===== config.mk =====
export PLATFORM = sky130hd
export DESIGN_NAME = wb_ram_arbiter_flat
export DESIGN_NICKNAME = d
export VERILOG_FILES = /design/src/rtl/wb_ram_arbiter_if.sv /design/src/rtl/wb_ram_arbiter.sv /design/src/flat_wrapper.sv
export SDC_FILE = /design/constraint.sdc
export NUM_CORES = 1
export LEC_CHECK = 0
export CAP_MARGIN = 15
export CORE_AREA = 2 2 116 118
export CTS_CLUSTER_DIAMETER = 40
export DETAILED_ROUTE_END_ITERATION = 8
export DIE_AREA = 0 0 118 120
export PLACE_DENSITY_LB_ADDON = 0.25
export SKIP_CTS_REPAIR_TIMING = 1
export SYNTH_ARGS = -nofsm -noshare
export SYNTH_HDL_FRONTEND = slang
export SYNTH_SLANG_ARGS = --single-unit

===== constraint.sdc =====
create_clock -name clk_i -period 2 [get_ports clk_i]
set_clock_uncertainty 0.15 [all_clocks]
set_input_delay 0.4 -clock clk_i [delete_from_list [all_inputs] [get_ports clk_i]]
set_output_delay 0.4 -clock clk_i [all_outputs]
set_load 0.05 [all_outputs]

===== src/rtl/wb_ram_arbiter_if.sv =====
`default_nettype none
// ============================================================================
// Module   : wb_ram_arbiter_if
// Purpose  : Bundles the two Wishbone master ports and the BRAM port of
//            wb_ram_arbiter.
// Revision : 1.0  initial release
// ============================================================================
interface wb_ram_arbiter_if #(
    parameter int ADDR_W = 16
);
    logic              m0_cyc_i;
    logic              m0_stb_i;
    logic              m0_we_i;
    logic [3:0]        m0_sel_i;
    logic [31:0]       m0_adr_i;
    logic [31:0]       m0_dat_i;
    logic [31:0]       m0_dat_o;
    logic              m0_ack_o;

    logic              m1_cyc_i;
    logic              m1_stb_i;
    logic              m1_we_i;
    logic [3:0]        m1_sel_i;
    logic [31:0]       m1_adr_i;
    logic [31:0]       m1_dat_i;
    logic [31:0]       m1_dat_o;
    logic              m1_ack_o;

    logic [3:0]        ram_wea;
    logic [ADDR_W-1:0] ram_addr;
    logic [31:0]       ram_din;
    logic [31:0]       ram_dout;

    logic [1:0]        gnt_o;

    modport slave (
        input  m0_cyc_i, m0_stb_i, m0_we_i, m0_sel_i, m0_adr_i, m0_dat_i,
        output m0_dat_o, m0_ack_o,
        input  m1_cyc_i, m1_stb_i, m1_we_i, m1_sel_i, m1_adr_i, m1_dat_i,
        output m1_dat_o, m1_ack_o,
        output ram_wea, ram_addr, ram_din,
        input  ram_dout,
        output gnt_o
    );

    modport master (
        output m0_cyc_i, m0_stb_i, m0_we_i, m0_sel_i, m0_adr_i, m0_dat_i,
        input  m0_dat_o, m0_ack_o,
        output m1_cyc_i, m1_stb_i, m1_we_i, m1_sel_i, m1_adr_i, m1_dat_i,
        input  m1_dat_o, m1_ack_o,
        input  ram_wea, ram_addr, ram_din,
        output ram_dout,
        input  gnt_o
    );
endinterface
`default_nettype wire


===== src/rtl/wb_ram_arbiter.sv =====
`default_nettype none
// ============================================================================
// Module   : wb_ram_arbiter
// Purpose  : Two-master Wishbone arbiter/sequencer driving one single-port
//            BRAM. Define WB_ARB_RR_EN for round-robin ties, else m0 priority.
// Revision : 1.0  initial release
// ============================================================================
module wb_ram_arbiter #(
    parameter int ADDR_W = 16,
    parameter int RD_LAT = 1
) (
    input  logic            clk_i,
    input  logic            rst_i,
    wb_ram_arbiter_if.slave bus
);

    typedef enum logic [1:0] {
        S_IDLE   = 2'd0,
        S_ACCESS = 2'd1,
        S_WAIT   = 2'd2,
        S_ACK    = 2'd3
    } state_t;

    localparam logic [1:0] c_wait_init = 2'(RD_LAT - 1);
    localparam bit         c_single    = (RD_LAT <= 1);

    state_t            r_state, w_state_nxt;
    logic [1:0]        r_gnt,   w_gnt_nxt;
    logic              r_we,    w_we_nxt;
    logic [3:0]        r_wea,   w_wea_nxt;
    logic [ADDR_W-1:0] r_addr,  w_addr_nxt;
    logic [31:0]       r_din,   w_din_nxt;
    logic [1:0]        r_cnt,   w_cnt_nxt;
    logic              r_last,  w_last_nxt;   // 0 = m0, 1 = m1

    logic w_req0, w_req1, w_pick1, w_cyc_gnt, w_ack0, w_ack1;

    assign w_req0    = bus.m0_cyc_i & bus.m0_stb_i;
    assign w_req1    = bus.m1_cyc_i & bus.m1_stb_i;
    // Only cyc of the granted master keeps a transfer alive; stb may drop.
    assign w_cyc_gnt = (r_gnt[0] & bus.m0_cyc_i) | (r_gnt[1] & bus.m1_cyc_i);

`ifdef WB_ARB_RR_EN
    assign w_pick1 = w_req1 & (~w_req0 | ~r_last);
`else
    assign w_pick1 = w_req1 & ~w_req0;
`endif

    always_ff @(posedge clk_i or negedge rst_i) begin
        if (!rst_i) begin
            r_state <= S_IDLE;
        end else begin
            r_state <= w_state_nxt;
        end
    end

    always_ff @(posedge clk_i or negedge rst_i) begin
        if (!rst_i) begin
            r_gnt  <= 2'b00;
            r_we   <= 1'b0;
            r_wea  <= 4'b0000;
            r_addr <= '0;
            r_din  <= 32'h0;
            r_cnt  <= 2'd0;
            r_last <= 1'b1;
        end else begin
            r_gnt  <= w_gnt_nxt;
            r_we   <= w_we_nxt;
            r_wea  <= w_wea_nxt;
            r_addr <= w_addr_nxt;
            r_din  <= w_din_nxt;
            r_cnt  <= w_cnt_nxt;
            r_last <= w_last_nxt;
        end
    end

    always_comb begin
        w_state_nxt = r_state;
        w_gnt_nxt   = r_gnt;
        w_we_nxt    = r_we;
        w_wea_nxt   = r_wea;
        w_addr_nxt  = r_addr;
        w_din_nxt   = r_din;
        w_cnt_nxt   = r_cnt;
        w_last_nxt  = r_last;
        case (r_state)
            S_IDLE: begin
                w_gnt_nxt = 2'b00;
                if (w_req0 || w_req1) begin
                    w_state_nxt = S_ACCESS;
                    if (w_pick1) begin
                        w_gnt_nxt  = 2'b10;
                        w_we_nxt   = bus.m1_we_i;
                        w_addr_nxt = bus.m1_adr_i[ADDR_W+1:2];
                        w_din_nxt  = bus.m1_dat_i;
                        w_wea_nxt  = bus.m1_we_i ? bus.m1_sel_i : 4'b0000;
                    end else begin
                        w_gnt_nxt  = 2'b01;
                        w_we_nxt   = bus.m0_we_i;
                        w_addr_nxt = bus.m0_adr_i[ADDR_W+1:2];
                        w_din_nxt  = bus.m0_dat_i;
                        w_wea_nxt  = bus.m0_we_i ? bus.m0_sel_i : 4'b0000;
                    end
                end
            end
            S_ACCESS: begin
                w_wea_nxt = 4'b0000;
                if (!w_cyc_gnt) begin
                    w_state_nxt = S_IDLE;
                    w_gnt_nxt   = 2'b00;
                end else if (r_we || c_single) begin
                    w_state_nxt = S_ACK;
                end else begin
                    w_state_nxt = S_WAIT;
                    w_cnt_nxt   = c_wait_init;
                end
            end
            S_WAIT: begin
                if (!w_cyc_gnt) begin
                    w_state_nxt = S_IDLE;
                    w_gnt_nxt   = 2'b00;
                end else if (r_cnt <= 2'd1) begin
                    w_state_nxt = S_ACK;
                end else begin
                    w_cnt_nxt = r_cnt - 2'd1;
                end
            end
            S_ACK: begin
                w_state_nxt = S_IDLE;
                w_gnt_nxt   = 2'b00;
                if (w_cyc_gnt) begin
                    w_last_nxt = r_gnt[1];
                end
            end
            default: begin
                w_state_nxt = S_IDLE;
                w_gnt_nxt   = 2'b00;
            end
        endcase
    end

    // Write strobes are masked combinationally so an abort in ACCESS never writes.
    assign w_ack0 = (r_state == S_ACK) & r_gnt[0] & bus.m0_cyc_i;
    assign w_ack1 = (r_state == S_ACK) & r_gnt[1] & bus.m1_cyc_i;

    assign bus.ram_wea  = ((r_state == S_ACCESS) && w_cyc_gnt) ? r_wea : 4'b0000;
    assign bus.ram_addr = r_addr;
    assign bus.ram_din  = r_din;
    assign bus.gnt_o    = r_gnt;
    assign bus.m0_ack_o = w_ack0;
    assign bus.m1_ack_o = w_ack1;
    assign bus.m0_dat_o = (w_ack0 && !r_we) ? bus.ram_dout : 32'h0;
    assign bus.m1_dat_o = (w_ack1 && !r_we) ? bus.ram_dout : 32'h0;

`ifdef WB_ARB_RR_EN
    logic w_unused;
    assign w_unused = ^{bus.m0_adr_i, bus.m1_adr_i};
`else
    logic w_unused;
    assign w_unused = ^{bus.m0_adr_i, bus.m1_adr_i, r_last};
`endif

endmodule
`default_nettype wire


===== src/flat_wrapper.sv =====
// flat-port wrapper written by rule: the top's interface ports become plain ports
module wb_ram_arbiter_flat 
#(
    parameter int ADDR_W = 16,
    parameter int RD_LAT = 1
)
  (clk_i, rst_i, bus_m0_cyc_i, bus_m0_stb_i, bus_m0_we_i, bus_m0_sel_i, bus_m0_adr_i, bus_m0_dat_i, bus_m0_dat_o, bus_m0_ack_o, bus_m1_cyc_i, bus_m1_stb_i, bus_m1_we_i, bus_m1_sel_i, bus_m1_adr_i, bus_m1_dat_i, bus_m1_dat_o, bus_m1_ack_o, bus_ram_wea, bus_ram_addr, bus_ram_din, bus_ram_dout, bus_gnt_o);
  wb_ram_arbiter_if #(.ADDR_W(ADDR_W)) bus_i ();
  input  logic clk_i;
  input  logic rst_i;
  input wire logic [$bits(bus_i.m0_cyc_i)-1:0] bus_m0_cyc_i;
  input wire logic [$bits(bus_i.m0_stb_i)-1:0] bus_m0_stb_i;
  input wire logic [$bits(bus_i.m0_we_i)-1:0] bus_m0_we_i;
  input wire logic [$bits(bus_i.m0_sel_i)-1:0] bus_m0_sel_i;
  input wire logic [$bits(bus_i.m0_adr_i)-1:0] bus_m0_adr_i;
  input wire logic [$bits(bus_i.m0_dat_i)-1:0] bus_m0_dat_i;
  output wire logic [$bits(bus_i.m0_dat_o)-1:0] bus_m0_dat_o;
  output wire logic [$bits(bus_i.m0_ack_o)-1:0] bus_m0_ack_o;
  input wire logic [$bits(bus_i.m1_cyc_i)-1:0] bus_m1_cyc_i;
  input wire logic [$bits(bus_i.m1_stb_i)-1:0] bus_m1_stb_i;
  input wire logic [$bits(bus_i.m1_we_i)-1:0] bus_m1_we_i;
  input wire logic [$bits(bus_i.m1_sel_i)-1:0] bus_m1_sel_i;
  input wire logic [$bits(bus_i.m1_adr_i)-1:0] bus_m1_adr_i;
  input wire logic [$bits(bus_i.m1_dat_i)-1:0] bus_m1_dat_i;
  output wire logic [$bits(bus_i.m1_dat_o)-1:0] bus_m1_dat_o;
  output wire logic [$bits(bus_i.m1_ack_o)-1:0] bus_m1_ack_o;
  output wire logic [$bits(bus_i.ram_wea)-1:0] bus_ram_wea;
  output wire logic [$bits(bus_i.ram_addr)-1:0] bus_ram_addr;
  output wire logic [$bits(bus_i.ram_din)-1:0] bus_ram_din;
  input wire logic [$bits(bus_i.ram_dout)-1:0] bus_ram_dout;
  output wire logic [$bits(bus_i.gnt_o)-1:0] bus_gnt_o;
  assign bus_i.m0_cyc_i = bus_m0_cyc_i;
  assign bus_i.m0_stb_i = bus_m0_stb_i;
  assign bus_i.m0_we_i = bus_m0_we_i;
  assign bus_i.m0_sel_i = bus_m0_sel_i;
  assign bus_i.m0_adr_i = bus_m0_adr_i;
  assign bus_i.m0_dat_i = bus_m0_dat_i;
  assign bus_m0_dat_o = bus_i.m0_dat_o;
  assign bus_m0_ack_o = bus_i.m0_ack_o;
  assign bus_i.m1_cyc_i = bus_m1_cyc_i;
  assign bus_i.m1_stb_i = bus_m1_stb_i;
  assign bus_i.m1_we_i = bus_m1_we_i;
  assign bus_i.m1_sel_i = bus_m1_sel_i;
  assign bus_i.m1_adr_i = bus_m1_adr_i;
  assign bus_i.m1_dat_i = bus_m1_dat_i;
  assign bus_m1_dat_o = bus_i.m1_dat_o;
  assign bus_m1_ack_o = bus_i.m1_ack_o;
  assign bus_ram_wea = bus_i.ram_wea;
  assign bus_ram_addr = bus_i.ram_addr;
  assign bus_ram_din = bus_i.ram_din;
  assign bus_i.ram_dout = bus_ram_dout;
  assign bus_gnt_o = bus_i.gnt_o;
  wb_ram_arbiter #(.ADDR_W(ADDR_W), .RD_LAT(RD_LAT)) u_core (.clk_i(clk_i), .rst_i(rst_i), .bus(bus_i));
endmodule

==> results_dict.tcl, run 1 <==
set metrics [dict create \
    status "finished with violations" \
    violations "negative setup slack" \
    r2r_end "u_core.r_wea[0]" \
    critPathKind "reg2out" \
    p_leak_nw 3.22 \
    grt_use_total_pct 17.3 \
    post-route-worst-setup-slack_ps -244 \
    crit_path_start_kind "flop" \
    grt_max_degree 60 \
    period_share_pct 112 \
    grt-ovfl-total 0 \
    cts_buffers 9 \
    die_y_um 120 \
    crit_path_top_delay_cell "dfrtp_1" \
    drt_iter0_drc 69 \
    wl_per_cell_um 15.1 \
    max_stage_delay_ps 410 \
    start_util_pct 26.2 \
    insertion_delay_ps 320 \
    final_common_cell "clkdlybuf4s50_1" \
    cts-root-buf "clkbuf_16" \
    antenna_found_initial 0 \
    finalPower_mw 7.59 \
    hold_viol 0 \
    syn_inst 352 \
    power_density_mw_per_mm2 1030 \
    mostFrequentLayoutCells "clkdlybuf4s50_1, buf_12, nand2_1" \
    dp_cells 787 \
    gp_congestion 0.826 \
    hpwl_mm 9.98 \
    postSynthAreaPerCell_um2 9.66 \
    cp_num_buf_inv 2 \
    max-vdd-ir-drop_uv 871 \
    fmax_ghz 0.446 \
    setup_violations 66 \
    hold_path.class "reg2reg" \
    grt_pass1_vias 3624 \
    syn_area_mm2 0.00340 \
    cts_tree "built" \
    die_w_um 118 \
    yosysTopAreaCell "dfrtp_1" \
    synth_top_area_share_pct 43.4 \
    finalNonFillerCells 805 \
    synth_fp_nets 533 \
    critPathRequiredTime_ps 1450 \
    fin_tns_setup_ps -13650 \
    fin_crit_ps 2240 \
    row_count 42 \
    vias 3495 \
    grt_pass1_wl_mm 19.1 \
    die_area_mm2 0.0142 \
    vias_per_cell 4.34 \
    reg2reg_slack_ps 140 \
    drv_cap 0 \
    path_delay_family "simple AND/OR/NAND/NOR gates" \
    drive_above_1_share_pct 36.9 \
    rsz0062_at_grt "true" \
    endpoint_kind "output port" \
    dpl-instance-area_mm2 0.00695 \
    first_pass_iters 4 \
    reg2reg_from "u_core.r_state[0]" \
    drc_errors 0 \
    wirelength_mm 12.2 \
    final_antenna_net_count 0 \
    synth_cell_types 28 \
    worst_pin_slew_ps 368 \
    whs_path_depth 1 \
    antennaDiodeCount 0 \
    io-pin-count 296 \
    critPathMaxFanout 32 \
    maxSlewHeadroom_pct 75.3 \
    worst_r2r_path_depth 6 \
    cts.sinks 59 \
    maxSlewViolCount 0 \
    arrival_ps 1690 \
    min_to "u_core.r_cnt[0]" \
    yosys-top-cells-area "dfrtp_1, mux2i_1, and2_1, o21ai_1, nand2_1" \
    path_cells "ha_4, and4b_1, buf_12, and2_2, buf_12" \
    postLayoutCellArea_mm2 0.00735 \
    path_clk_slew_ps 50 \
    portBuffers 263 \
    crit_cells 5 \
    ys_seq_area_share_pct 43.4 \
    h-tree-depth 3 \
    areaGrowthSynthToFinish_pct 116 \
    cp_common_cell "buf_12" \
    min_from "u_core.r_cnt[0]" \
    final_nets 805 \
    clock_path_buffers 2 \
    yosysWarningCount 0 \
    core_area_mm2 0.0130 \
    ys_ff_latch 59 \
]
==> metal layers <==
layer	part of all wire, %	wire length [µm]	up-vias	global-route usage, %
met5	0	0	-	0
met1	39	4710	1573	19.1
met3	8.5	1040	12	5.56
met2	51	6210	180	31.4
met4	1.7	207	0	6.10
li1	-	-	1730	-
==> registers in the layout, indices dropped and copies added, names as in the netlist <==
signal	cells
u_core.bus.gnt_o	2
u_core.bus.ram_addr	16
u_core.bus.ram_din	32
u_core.r_cnt	2
u_core.r_state	2
u_core.r_we	1
u_core.r_wea	4
==> layout make-up <==
cell class	count	area (µm²)
clock inverters	2	35.0
repair buffers	284	3460
inverters	3	13.8
flip-flops and latches	59	1480
well taps	176	220
clock buffers	14	254
multi-input cells	267	1880
fillers	1155	5630
==> Yosys cell counts <==
| master | number |
|---|---|
| buf_8 | 5 |
| xnor2_1 | 1 |
| clkbuf_2 | 3 |
| mux2_2 | 4 |
| dfrtp_1 | 59 |
| a22oi_2 | 1 |
| and2_0 | 1 |
| nor3b_1 | 1 |
| and3_1 | 6 |
| mux2i_1 | 54 |
| a22o_1 | 2 |
| nand2b_4 | 1 |
| nand3_1 | 1 |
| and2_1 | 64 |
| ha_1 | 5 |
| clkbuf_1 | 7 |
| a21oi_1 | 1 |
| buf_2 | 3 |
| inv_1 | 3 |
| nor2b_1 | 2 |
| nor2_1 | 3 |
| and3b_1 | 1 |
| a21oi_2 | 1 |
| o21ai_1 | 49 |
| o21ai_0 | 3 |
| buf_6 | 5 |
| nand2_1 | 64 |
| and4b_1 | 2 |
==> power by group <==
group / leakage (nW) / total [mW] / internal, mW / switching (mW)
clock network: 0.141 / 1.49 / 0.996 / 0.498
registers: 0.734 / 2.05 / 1.73 / 0.315
logic: 2.34 / 4.05 / 1.41 / 2.64
total: 3.22 / 7.59 / 4.14 / 3.45
==> how the worst max path moves through the flow <==
stage | slack, ps | end | start
CTS | -350 | bus_m1_dat_o[22] | u_core.r_state[0]
finish | -240 | bus_m1_dat_o[22] | u_core.r_state[1]
detailed placement | -280 | bus_m1_dat_o[0] | bus_m1_cyc_i
global placement | -250 | bus_m1_dat_o[31] | bus_m1_cyc_i
global route | -290 | bus_m1_dat_o[22] | u_core.r_state[1]
floorplan | 110 | bus_m1_dat_o[10] | u_core.r_state[1]
==> logic make-up after synthesis <==
kind of cell	Yosys count	share of synthesized area, %
muxes	58	17.2
and+or+nand+nor	146	22.5
adders and majority gates	5	1.84
AOI/OAI and AO/OA	57	8.94
DFF	59	43.4
xor gates and xnor gates	1	0.258
buffers and inverters	26	5.85
==> per-stage QoR <==
| stage | util [%] | hold WS [ps] | worst slack, ps |
|---|---|---|---|
| global placement | 53.5 | 279 | -247 |
| finish | 56.6 | 332 | -244 |
| floorplan | - | -45.6 | 107 |
| detailed placement | 53.5 | 287 | -277 |
| global route | 56.6 | 351 | -290 |
| CTS | 55.8 | -66.4 | -348 |
(Power assumes the default switching activity.)
==> run 2, diff against run 1 <==
--- a/config.mk
+++ b/config.mk
@@ -10,7 +10,7 @@
 export CTS_CLUSTER_DIAMETER = 40
 export DETAILED_ROUTE_END_ITERATION = 8
 export DIE_AREA = 0 0 118 120
-export PLACE_DENSITY_LB_ADDON = 0.25
+export PLACE_DENSITY = 0.69
 export SKIP_CTS_REPAIR_TIMING = 1
 export SYNTH_ARGS = -nofsm -noshare
 export SYNTH_HDL_FRONTEND = slang
==> results_dict.tcl, run 2 (synthesis results as in run 1) <==
set metrics [dict create \
    critPathKind "reg2out" \
    io-pin-count 296 \
    fin_crit_ps 2230 \
    antenna_found_initial 0 \
    die_y_um 120 \
    fmax_ghz 0.448 \
    wirelength_mm 12.2 \
    final_antenna_net_count 0 \
    clock_path_buffers 2 \
    path_clk_slew_ps 50 \
    nFillCells 1118 \
    endpoint_kind "output port" \
    cts-root-buf "clkbuf_16" \
    maxSlewHeadroom_pct 79.2 \
    insertion_delay_ps 320 \
    top_layer_used "met4" \
    die_w_um 118 \
    period_share_pct 112 \
    met2WireLength_mm 6.32 \
    postLayoutCellArea_mm2 0.00737 \
    maxSlewViolCount 0 \
    core_area_mm2 0.0130 \
    critPathRequiredTime_ps 1450 \
    grt-ovfl-total 0 \
    final_common_cell "clkdlybuf4s50_1" \
    cts_buffers 9 \
    hpwl_mm 10.2 \
    drt_iter0_drc 85 \
    portBuffers 263 \
    grt_pass1_wl_mm 19.1 \
    cp_common_cell "buf_12" \
    cts_tree "built" \
    hold_path.class "reg2reg" \
    p_leak_nw 3.23 \
    post-route-worst-setup-slack_ps -232 \
    path_cells "ha_4, and4b_1, buf_12, and2_2, buf_12" \
    dpl-instance-area_mm2 0.00696 \
    arrival_ps 1680 \
    final_nets 807 \
    gp_congestion 0.795 \
    hold_viol 0 \
    max_stage_delay_ps 410 \
    met3_length_um 833 \
    max-vdd-ir-drop_uv 868 \
    mostFrequentLayoutCells "clkdlybuf4s50_1, buf_12, buf_4" \
    grt_use_total_pct 17.1 \
    crit_path_top_delay_cell "dfrtp_1" \
    drv_cap 0 \
    wl_per_cell_um 15.1 \
    drc_errors 0 \
    violations "negative setup slack" \
    vias 3510 \
    hold_slack_ps 330 \
    rsz0062_at_grt "true" \
    first_pass_iters 6 \
    setup_violations 68 \
    pre_cts_ws_ps -285 \
    drive_above_1_share_pct 37.5 \
    cts.sinks 59 \
    grt_max_degree 60 \
    row_count 42 \
    critPathMaxFanout 32 \
    worst_pin_slew_ps 312 \
    wl_met1_mm 4.93 \
    vias_per_cell 4.35 \
    die_area_mm2 0.0142 \
    h-tree-depth 3 \
    grt_pass1_vias 3589 \
    areaGrowthSynthToFinish_pct 117 \
    finalPower_mw 7.62 \
    crit_path_start_kind "flop" \
    start_util_pct 26.2 \
    largest_reg_flops 32 \
    status "finished with violations" \
    power_density_mw_per_mm2 1030 \
]
run 2: per-layer routing:
layer	track usage, %	vias to the layer above
met5	0	-
met4	3.39	0
met3	4.71	6
met2	30.9	175
met1	20.4	1599
li1	-	1730
run 2: final cells by class:
cell class                 count  area, µm²  area share, %
clock inverter                 2       35.0          0.476
antenna                        1       2.50         0.0340
tap                          176        220           2.99
inverter                       3       11.3          0.153
multi-input combinational    267       1890           25.6
timing repair buffer         286       3470           47.1
clock buffer                  13        260           3.53
sequential                    59       1480           20.1
run 2: where the power goes:
group | leakage (nW) | internal [mW] | total [mW] | switching [mW]
combinational | 2.35 | 1.42 | 4.07 | 2.64
sequential | 0.734 | 1.73 | 2.04 | 0.308
clock | 0.146 | 1.02 | 1.51 | 0.492
run 2: final timing paths:
| path | startpoint | to | slack (ps) | depth (start not counted) |
|---|---|---|---|---|
| max in group asynchronous | rst_i | u_core.bus.gnt_o[0] | 960 | 3 |
| hold / removal | u_core.r_cnt[0] | u_core.r_cnt[0] | 330 | 1 |
| setup reg to reg | u_core.r_state[0] | u_core.bus.ram_addr[3] | 100 | 9 |
| hold reg to reg | u_core.r_cnt[0] | u_core.r_cnt[0] | 330 | 1 |
| min in group asynchronous | rst_i | u_core.bus.ram_din[2] | 470 | 3 |
| setup / recovery | u_core.r_state[0] | bus_m1_dat_o[3] | -230 | 5 |
run 2: critical path: cells and delay by family (launching register included):
| family | cells | cell delay (ps) |
|---|---|---|
| simple gates | 2 | 440 |
| flops | 1 | 410 |
| buf+inv | 2 | 320 |
| fa+ha+maj | 1 | 190 |
run 2: per-stage QoR:
step	util, %	TNS, ps	cells
floorplan	-	0	352
global placement	53.6	-25310	788
detailed placement	53.6	-26300	788
CTS	55.9	-20930	803
global route	56.7	-17700	806
finish	56.7	-13210	807
